`src/rtl/vga_pkg.sv`:
```
// Shared definitions for the duel-link score frames (transmitter and the
// future receiver). When SCORE_LINK_CHECKSUM_EN is defined, frames carry a
// fifth checksum byte; otherwise they are four bytes long.
package vga_pkg;

  // First byte of every score-link frame
  localparam logic [7:0] SCORE_LINK_HEADER = 8'hA5;

  // Game phase carried in the top two bits of byte B3
  typedef enum logic [1:0] {
    PHASE_START = 2'b00,
    PHASE_GAME  = 2'b01,
    PHASE_END   = 2'b10
  } link_phase_t;

`ifdef SCORE_LINK_CHECKSUM_EN
  localparam int unsigned SCORE_LINK_FRAME_BYTES = 32'd5;
`else
  localparam int unsigned SCORE_LINK_FRAME_BYTES = 32'd4;
`endif

  // Frame length in UART bit-times (start + 8 data + stop per byte)
  localparam int unsigned SCORE_LINK_FRAME_BITS = SCORE_LINK_FRAME_BYTES * 32'd10;

  // 19-bit state word: the frame content that gets compared against the last frame
  typedef struct packed {
    link_phase_t phase;
    logic [6:0]  score;
    logic [6:0]  bullets;
    logic [2:0]  magazine;
  } link_state_t;

  // Phase encoding with priority end > game > start
  function automatic link_phase_t link_phase(input logic start_en,
                                             input logic game_en,
                                             input logic end_en);
    link_phase_t ph;
    if (end_en) begin
      ph = PHASE_END;
    end else if (game_en) begin
      ph = PHASE_GAME;
    end else if (start_en) begin
      ph = PHASE_START;
    end else begin
      ph = PHASE_START;
    end
    return ph;
  endfunction

  // XOR checksum over the three payload bytes
  function automatic logic [7:0] link_checksum(input logic [7:0] b1,
                                               input logic [7:0] b2,
                                               input logic [7:0] b3);
    return b1 ^ b2 ^ b3;
  endfunction

endpackage

```
`src/rtl/uart_tx_byte.sv`:
```
// 8N1 UART byte serializer, LSB first, idle high.
// `done` is high during the final cycle of the stop bit; a `start` seen in
// that same cycle begins the next byte with no idle gap.
module uart_tx_byte #(
  parameter int unsigned CLKS_PER_BIT = 564
) (
  input  logic       clk,
  input  logic       rst,
  input  logic       start,
  input  logic [7:0] data,
  output logic       tx,
  output logic       done
);

  localparam int unsigned CW = (CLKS_PER_BIT > 32'd1) ? $clog2(CLKS_PER_BIT) : 32'd1;
  localparam logic [CW-1:0] CYC_LAST = CW'(CLKS_PER_BIT - 32'd1);
  localparam logic [CW-1:0] CYC_PRE  = CW'(CLKS_PER_BIT - 32'd2);
  localparam logic [3:0]    BIT_LAST_DATA = 4'd8;
  localparam logic [3:0]    BIT_STOP      = 4'd9;

  logic          active_r;
  logic [3:0]    bit_cnt_r;
  logic [CW-1:0] cyc_cnt_r;
  logic [7:0]    shift_r;
  logic          tx_r;
  logic          done_r;

  logic          bit_end_s;
  logic          byte_end_s;
  logic          load_s;

  // Decode bit/byte boundaries and whether a new byte is accepted this cycle
  always_comb begin
    bit_end_s  = 1'b0;
    byte_end_s = 1'b0;
    load_s     = 1'b0;
    if (active_r) begin
      bit_end_s  = (cyc_cnt_r == CYC_LAST);
      byte_end_s = (cyc_cnt_r == CYC_LAST) && (bit_cnt_r == BIT_STOP);
    end else begin
      bit_end_s  = 1'b0;
      byte_end_s = 1'b0;
    end
    if (start && (!active_r || byte_end_s)) begin
      load_s = 1'b1;
    end else begin
      load_s = 1'b0;
    end
  end

  // Bit timing, shift register and registered line output
  always_ff @(posedge clk) begin
    if (rst) begin
      active_r  <= 1'b0;
      bit_cnt_r <= 4'd0;
      cyc_cnt_r <= '0;
      shift_r   <= 8'h00;
      tx_r      <= 1'b1;
      done_r    <= 1'b0;
    end else begin
      // Raised one cycle early so it coincides with the last stop-bit cycle
      done_r <= active_r && (bit_cnt_r == BIT_STOP) && (cyc_cnt_r == CYC_PRE);
      if (load_s) begin
        active_r  <= 1'b1;
        bit_cnt_r <= 4'd0;
        cyc_cnt_r <= '0;
        shift_r   <= data;
        tx_r      <= 1'b0;
      end else if (active_r) begin
        if (bit_end_s) begin
          cyc_cnt_r <= '0;
          if (bit_cnt_r == BIT_STOP) begin
            active_r  <= 1'b0;
            bit_cnt_r <= 4'd0;
            tx_r      <= 1'b1;
          end else if (bit_cnt_r == BIT_LAST_DATA) begin
            bit_cnt_r <= bit_cnt_r + 4'd1;
            tx_r      <= 1'b1;
          end else begin
            bit_cnt_r <= bit_cnt_r + 4'd1;
            tx_r      <= shift_r[0];
            shift_r   <= {1'b0, shift_r[7:1]};
          end
        end else begin
          cyc_cnt_r <= cyc_cnt_r + 1'b1;
        end
      end else begin
        tx_r <= 1'b1;
      end
    end
  end

  assign tx   = tx_r;
  assign done = done_r;

endmodule

```
`src/rtl/score_link_tx.sv`:
```
// Duel-link transmitter: sends {header, score, bullets, phase|magazine}
// frames whenever the local game state changes, plus one announce frame
// after reset. Optional macro SCORE_LINK_CHECKSUM_EN appends an XOR
// checksum byte.
module score_link_tx
  import vga_pkg::*;
#(
  parameter int unsigned CLKS_PER_BIT = 564,
  parameter logic [7:0]  HEADER       = SCORE_LINK_HEADER
) (
  input  logic       clk,
  input  logic       rst,
  input  logic [6:0] my_score,
  input  logic [6:0] bullets_left,
  input  logic [2:0] bullets_in_magazine,
  input  logic       start_screen_enable,
  input  logic       game_enable,
  input  logic       game_end_enable,
  output logic       tx,
  output logic       busy,
  output logic       frame_sent
);

  localparam logic [2:0] ST_IDLE      = 3'd0;
  localparam logic [2:0] ST_LOAD      = 3'd1;
  localparam logic [2:0] ST_SEND_BYTE = 3'd2;
  localparam logic [2:0] ST_WAIT_BYTE = 3'd3;
  localparam logic [2:0] ST_DONE      = 3'd4;

  localparam logic [2:0] LAST_BYTE = 3'(SCORE_LINK_FRAME_BYTES - 32'd1);

  link_state_t cur_s;
  link_state_t snap_r;
  link_state_t last_sent_r;

  logic [2:0]  state_r;
  logic [2:0]  state_nxt_s;
  logic [2:0]  byte_idx_r;
  logic [2:0]  byte_sel_s;
  logic        force_send_r;
  logic        busy_r;
  logic        frame_sent_r;

  logic        start_s;
  logic        frame_end_s;
  logic [7:0]  byte_data_s;
  logic        byte_done_s;
  logic        tx_s;

  // Assemble the live state word from game inputs
  always_comb begin
    cur_s          = '0;
    cur_s.phase    = link_phase(start_screen_enable, game_enable, game_end_enable);
    cur_s.score    = my_score;
    cur_s.bullets  = bullets_left;
    cur_s.magazine = bullets_in_magazine;
  end

  // Frame FSM next state, serializer start strobe and next-byte selection
  always_comb begin
    state_nxt_s = state_r;
    start_s     = 1'b0;
    frame_end_s = 1'b0;
    byte_sel_s  = byte_idx_r;
    case (state_r)
      ST_IDLE: begin
        if (force_send_r || (cur_s != last_sent_r)) begin
          state_nxt_s = ST_LOAD;
        end else begin
          state_nxt_s = ST_IDLE;
        end
      end
      ST_LOAD: begin
        // Header does not depend on the snapshot, so it can start right away
        start_s     = 1'b1;
        byte_sel_s  = 3'd0;
        state_nxt_s = ST_SEND_BYTE;
      end
      ST_SEND_BYTE: begin
        state_nxt_s = ST_WAIT_BYTE;
      end
      ST_WAIT_BYTE: begin
        if (byte_done_s) begin
          if (byte_idx_r == LAST_BYTE) begin
            frame_end_s = 1'b1;
            state_nxt_s = ST_DONE;
          end else begin
            start_s     = 1'b1;
            byte_sel_s  = byte_idx_r + 3'd1;
            state_nxt_s = ST_SEND_BYTE;
          end
        end else begin
          state_nxt_s = ST_WAIT_BYTE;
        end
      end
      ST_DONE: begin
        state_nxt_s = ST_IDLE;
      end
      default: begin
        state_nxt_s = ST_IDLE;
      end
    endcase
  end

  // Byte mux: payload bytes come from the snapshot only
  always_comb begin
    byte_data_s = HEADER;
    case (byte_sel_s)
      3'd0:    byte_data_s = HEADER;
      3'd1:    byte_data_s = {1'b0, snap_r.score};
      3'd2:    byte_data_s = {1'b0, snap_r.bullets};
      3'd3:    byte_data_s = {snap_r.phase, 3'b000, snap_r.magazine};
`ifdef SCORE_LINK_CHECKSUM_EN
      3'd4:    byte_data_s = link_checksum({1'b0, snap_r.score},
                                           {1'b0, snap_r.bullets},
                                           {snap_r.phase, 3'b000, snap_r.magazine});
`endif
      default: byte_data_s = HEADER;
    endcase
  end

  // Frame state, snapshot, last-sent record and status flags
  always_ff @(posedge clk) begin
    if (rst) begin
      state_r      <= ST_IDLE;
      byte_idx_r   <= 3'd0;
      snap_r       <= '0;
      last_sent_r  <= '0;
      force_send_r <= 1'b1;
      busy_r       <= 1'b0;
      frame_sent_r <= 1'b0;
    end else begin
      state_r      <= state_nxt_s;
      frame_sent_r <= frame_end_s;
      if (state_r == ST_LOAD) begin
        snap_r       <= cur_s;
        last_sent_r  <= cur_s;
        force_send_r <= 1'b0;
        busy_r       <= 1'b1;
      end else if (frame_end_s) begin
        busy_r <= 1'b0;
      end
      if (start_s) begin
        byte_idx_r <= byte_sel_s;
      end
    end
  end

  uart_tx_byte #(
    .CLKS_PER_BIT (CLKS_PER_BIT)
  ) u_tx_byte (
    .clk   (clk),
    .rst   (rst),
    .start (start_s),
    .data  (byte_data_s),
    .tx    (tx_s),
    .done  (byte_done_s)
  );

  assign tx         = tx_s;
  assign busy       = busy_r;
  assign frame_sent = frame_sent_r;

endmodule

```
`config.mk`:
```
export PLATFORM = sky130hd
export DESIGN_NAME = score_link_tx
export DESIGN_NICKNAME = d
export VERILOG_FILES = /design/src/rtl/vga_pkg.sv /design/src/rtl/uart_tx_byte.sv /design/src/rtl/score_link_tx.sv
export SDC_FILE = /design/constraint.sdc
export NUM_CORES = 1
export LEC_CHECK = 0
export CAP_MARGIN = 10
export CORE_ASPECT_RATIO = 0.8
export CORE_MARGIN = 8
export CORE_UTILIZATION = 56
export DETAILED_ROUTE_END_ITERATION = 8
export DONT_BUFFER_PORTS = 1
export GPL_TIMING_DRIVEN = 0
export PLACE_DENSITY = 0.72
export SLEW_MARGIN = 5
export SYNTH_ARGS = -nofsm -noshare
export SYNTH_HDL_FRONTEND = slang
export SYNTH_SLANG_ARGS = --single-unit
```
`constraint.sdc`:
```
create_clock -name clk -period 2.26 [get_ports clk]
set_clock_uncertainty 0.2 [all_clocks]
set_input_delay 0.226 -clock clk [delete_from_list [all_inputs] [get_ports clk]]
set_output_delay 0.226 -clock clk [all_outputs]
set_load 0.03 [all_outputs]
```
After elaboration in Yosys (flattened, before gate mapping)
Index checks and enable logic that the tools add are counted.

word-level totals
  register bits = 53
  latch bits = 0
  memory bits (writable) = 0
  bits in read-only memories = 0
  input bits = 22
  output and inout port bits = 3
  word-level logic and storage cells = 84
  memories = 0

operators by class
  add/subtract/negate cells = 3
  multipliers = 0
  div/mod/pow operators = 0
  $lt $le $gt $ge = 0
  eq/ne operators = 15
  shifts and indexed selects = 0
  mux-type cells = 37
  bitwise gates (word level) = 0
  reductions and logical operators = 14

operators by type and width
  cell                                           count
  2-to-1 mux 8 bit                               5
  case mux 8 bit (3 select lines)                1
  2-to-1 mux 1 bit                               21
  == test 10 bit, second input constant          2
  != test 19 bit                                 1
  == test 3 x 2 -> 1 bit, second input constant  5
  2-to-1 mux 3 bit                               4
  case mux 3 bit (4 select lines)                1
  adder 10 x 1 -> 10 bit, second input constant  1
  2-to-1 mux 10 bit                              1
  == test 4 bit, second input constant           2
  == test 3 x 1 -> 1 bit, second input constant  2
  case mux 3 bit (2 select lines)                1
  nonzero test 2 bit                             3
  adder 4 x 1 -> 4 bit, second input constant    1
  logical AND 1 bit                              4
  2-to-1 mux 4 bit                               1
  != test 2 x 1 -> 1 bit, second input constant  2
  AND reduction 4 bit                            1
  adder 3 x 1 -> 3 bit, second input constant    1
  logical NOT 3 bit                              1
  != test 3 bit, second input constant           1
  logical OR 1 bit                               2
  2-to-1 mux 2 bit                               1
  other kinds (4)                                4

Logic depth before layout (Yosys ltp)
  depth after elaboration = 8
  depth in mapped cells = 8
  depth with buffers taken out = 7

By module
Synthesis repeated with hierarchy kept, for this count alone.

second synthesis, totals
  cell total of the unflattened synthesis = 355
  area, all modules = 2,966.6 µm²

by module, submodules not included
  module         times used  cells an instance  area each (µm²)  sequential area each (µm²)
  score_link_tx  1           201                1,587.8          560.5
  uart_tx_byte   1           154                1,378.8          500.5

Least setup slack after synthesis
No wires, ideal clock.

  kind = reg-to-reg
  start = register byte_idx_r[0]
  end = register u_tx_byte.shift_r[0]
  setup time = 0.122 ns
  data arrival time = 1.925 ns
  required time = 1.938 ns
  path slack = 0.013 ns
  stages on the path, launching flop included = 8
  buffers on the path = 0
  clock period less this slack = 2.247 ns
  path through = dfxtp_1 -> ha_1 -> nor2b_1 -> a211o_1 -> mux2i_2 -> mux2_2 -> o22ai_1 -> a21oi_1

between the ends
  longest elaborated chain between the ends = 8
  elaborated cells on any way between the ends = 20
  classes of those cells = add/sub (1); eq/ne (6); mux (9); reduce/logical (4)

ends and longest elaborated chain
  item                                                                          line                  text
  from (decl)                                                                   score_link_tx.sv:38   logic [2:0] byte_idx_r;
  from (signal assigned)                                                        score_link_tx.sv:144  byte_idx_r <= byte_sel_s;
  parallel branches: the longest is 8 deep, another holds adder 3 x 1 -> 3 bit  n/a
  to (signal assigned)                                                          uart_tx_byte.sv:67    shift_r <= data;
  to (signal assigned)                                                          uart_tx_byte.sv:82    shift_r <= {1'b0, shift_r[7:1]};
  to (decl)                                                                     uart_tx_byte.sv:24    logic [7:0] shift_r;

Parallel ways; which one is timed is not known.
A chain may end at the register's enable or synchronous reset.

Worst setup path in the final report
  start = register byte_idx_r[0]
  end = register u_tx_byte.shift_r[7]

The elaborated chain is that of the path after synthesis.

==> results by group <==
Final layout
  • Multi-input logic area: ~0.0016 mm²
  • Area Overhead vs Synth: 23.9%
  • FF+latch area: 0.00107 mm²
  • Layout cells sized above 1: 16.5%
  • # fillers: 345
  • Antenna Cells: 0
  • Non-Filler Instances: 399
  • Net count, final: 363

STA
  • Tcrit/Tclk final: 100%
  • Setup TNS: -0.00554 ns
  • Max Freq: 0.441 GHz
  • Setup ws final: -0.00554 ns
  • Worst slew pin tran: 0.603 ns
  • Hold Vio Cnt, Final: 0
  • Tmin final: around 2.3 ns
  • RSZ-0062 raised after global routing: true
  • Final setup viols: 1
  • Slew Limit Fails: 0
  • Worst slew margin: 59.8%

CTS
  • # H-tree levels: 2
  • Max Root-Sink Buffers: 2
  • Clock Pin Slew Worst Setup and Hold Paths: approximately 0.10 ns
  • CTS tree: done
  • Clock sinks: between 50 and 60
  • TritonCTS buffer count: 5
  • Worst skew pair latency: ~0.30 ns
  • CTS root buffer: clkbuf_8

Placed design
  • GP Congestion: 0.859
  • Pre-CTS WS: -0.281 ns
  • DP HPWL: 4140 µm
  • Cells after DPL: around 360
  • IO buf count: 0

Synthesis
  • Ys async rst share: 0%
  • Post-synthesis instance total: 304
  • Mean Syn Cell Area: ~8.4 µm²
  • Ys Warns: 0
  • Top FF cell, synth: dfxtp_1
  • Flops & latches, synth: 53
  • Mapped cell area: 0.00254 mm²
  • Synth unique cells: 50
  • Synthesized Nets: 329
  • Register area share after synthesis: 41.8%
  • Post-synth EDFFs: 0

Floorplanning
  • Initial core utilization: around 57%
  • Die area: 0.00696 mm²
  • Core Area: 0.00449 mm²
  • Num ports: 25
  • Die W: 91.3 µm
  • Die Height: roughly 76 µm
  • # rows: 22

Drt
  • Total Wirelength: 6360 µm
  • Drt first pass iters: 4
  • DRT iter0 DRCs: 221
  • Avg WL per Cell: 15.9 µm
  • Vias: 2304
  • DRC viols: 0
  • DR vias/cell: 5.77
  • Antenna viol nets, final: 0

GRT
  • Initial antenna violation count: 0
  • First-pass GRT wire length: 10500 µm
  • Largest net degree at the start of global routing: 16
  • GR Util All Layers: 18.3%
  • Vias in the first global route: between 2000 and 2500
  • Total grt overflow: 0

Worst hold path
  • Worst hold path type: in -> reg

Critical path
  • Critical Path Source Type: flop
  • Worst endpoint data arrival time: 2.31 ns
  • CP Capture Type: flop
  • Maximum fanout along the worst path: 8
  • Kind of critical path: reg -> reg
  • Worst Path Required: 2.30 ns

Power
  • Leak pwr: 0.00110 µW
  • PwrDens: 599 mW/mm²
  • Worst vdd ir: 427 µV

Run status
  • Failing checks: negative setup slack
  • Status: finished, violations left

Flow run
  • Max-Cap Viols: 0
==> report_power, final <==
group | internal, µW | switching, µW | leakage (µW)
combinational | 124 | 144 | 0.000612
clock | 278 | 308 | 0.0000542
sequential | 977 | 53.6 | 0.000436
total | 1380 | 506 | 0.00110
==> per-stage QoR <==
stage | hold slack, ns | util, % | cell area, µm² | power (µW)
floorplan | 0.162 | - | 2540 | 1210
global placement | 0.164 | 58.3 | 2620 | 1250
detailed placement | 0.169 | 58.3 | 2620 | 1260
CTS | 0.0189 | 67.7 | 3040 | 1880
global route | 0.0194 | 70.1 | 3150 | 1960
finish | 0.0191 | 70.1 | 3150 | 1880
==> critical path, stage by stage (launching register included) <==
cell	delay (ns)
dfxtp_4	0.35
ha_2	0.20
nor2b_4	0.15
a211o_4	0.38
a22oi_2	0.38
nand2_1	0.09
a311oi_1	0.30
o21bai_1	0.15
==> cells in the mapped netlist (2+ instances only) <==
| library cell | count | area (µm²) |
|---|---|---|
| a31oi_1 | 3 | 18.8 |
| mux2i_1 | 2 | 20.0 |
| xnor2_1 | 14 | 123 |
| or3_1 | 2 | 12.5 |
| buf_6 | 2 | 22.5 |
| o22ai_1 | 2 | 12.5 |
| a21oi_1 | 28 | 140 |
| a311oi_2 | 2 | 30.0 |
| nand2b_1 | 5 | 31.3 |
| a311oi_1 | 3 | 26.3 |
| nor3b_1 | 2 | 15.0 |
| nor3_1 | 4 | 20.0 |
| ha_1 | 3 | 37.5 |
| mux2_2 | 3 | 33.8 |
| o211ai_1 | 2 | 15.0 |
| a32oi_1 | 2 | 17.5 |
| nor4_1 | 5 | 31.3 |
| dfxtp_1 | 53 | 1060 |
| nand2_1 | 54 | 203 |
| inv_1 | 6 | 22.5 |
| nand3_1 | 6 | 30.0 |
| nor2_1 | 29 | 109 |
| xor2_1 | 14 | 123 |
| nor2b_1 | 6 | 37.5 |
| nand4_1 | 6 | 37.5 |
| and2_1 | 3 | 18.8 |
| o21ai_0 | 9 | 45.0 |
| o221ai_1 | 3 | 26.3 |
| clkbuf_1 | 10 | 37.5 |
==> cell type report <==
cell class | count | share of cell area [%]
Buffer | 10 | 1.67
Clock buffer | 7 | 3.06
Clock inverter | 1 | 0.159
Inverter | 6 | 0.716
Multi-Input combinational cell | 233 | 49.5
Sequential cell | 53 | 34.2
Tap cell | 60 | 2.39
Timing Repair Buffer | 29 | 8.35
==> layout by cell type (no fill, tap or decap), drive strengths merged, types with 2 or more instances in the layout <==
cell type / instances
nor2b: 6
clkbuf: 15
ha: 3
dlygate4sd3: 18
or3: 2
a21oi: 28
xor2: 14
mux2i: 3
nand4: 6
xnor2: 14
a31oi: 3
or2: 2
inv: 6
nand3: 6
buf: 13
nor2: 29
nand2b: 5
dfxtp: 53
o211ai: 2
nor3: 5
nor4: 5
o22ai: 2
nand2: 54
o221ai: 3
o21ai: 9
mux2: 3
a21o: 2
a311oi: 5
and2: 3
a32oi: 2
nor3b: 2
==> routing by layer <==
metal | vias to the layer above | global-route usage (%) | share of wire, %
li1 | 1125 | - | -
met1 | 1087 | 23.5 | 45
met2 | 82 | 28.8 | 45
met3 | 10 | 4.53 | 8.8
met4 | 0 | 6.53 | 1.4
met5 | - | 0 | 0
==> kinds of logic (layout without fill, tap and decap cells) <==
logic type               Yosys count  after routing  synth area share, %
flip-flops                        53             53                 41.8
XOR/XNOR                          28             28                 9.66
multiplexers                       6              6                 2.66
AO/OA/AOI/OAI                     63             63                 15.9
adder cells (fa/ha/maj)            3              3                 1.48
AND/OR/NAND/NOR                  133            133                 25.3
buffers and inverters             18             53                 3.25
==> worst paths after layout <==
path | from | to | slack [ns] | cells past startpoint
worst max-delay path | byte_idx_r[0]$_SDFFE_PP0P_ | u_tx_byte.shift_r[7]$_SDFFE_PP0P_ | -0.006 | 7
worst min-delay path | game_enable | last_sent_r[17]$_SDFFE_PP0P_ | 0.02 | 3
worst max register to register | byte_idx_r[0]$_SDFFE_PP0P_ | u_tx_byte.shift_r[7]$_SDFFE_PP0P_ | -0.006 | 7
worst min register to register | force_send_r$_SDFFE_PP1P_ | force_send_r$_SDFFE_PP1P_ | 0.25 | 2
==> flip-flops by register name, summed over array words and instances, names as in the netlist <==
register,count
force_send_r,1
u_tx_byte.tx,1
u_tx_byte.active_r,1
u_tx_byte.cyc_cnt_r,10
u_tx_byte.done,1
u_tx_byte.shift_r,8
state_r,3
busy,1
frame_sent,1
byte_idx_r,3
last_sent_r,19
u_tx_byte.bit_cnt_r,4
==> timing repair <==
item,4_1_cts,5_1_grt
hold buffers,18,0
setup buffers,6,5
hold endpoints to repair,19,0
setup endpoints to repair,16,26
gates resized for setup,21,18
pin swaps,4,7
(Power assumes the default switching activity.)
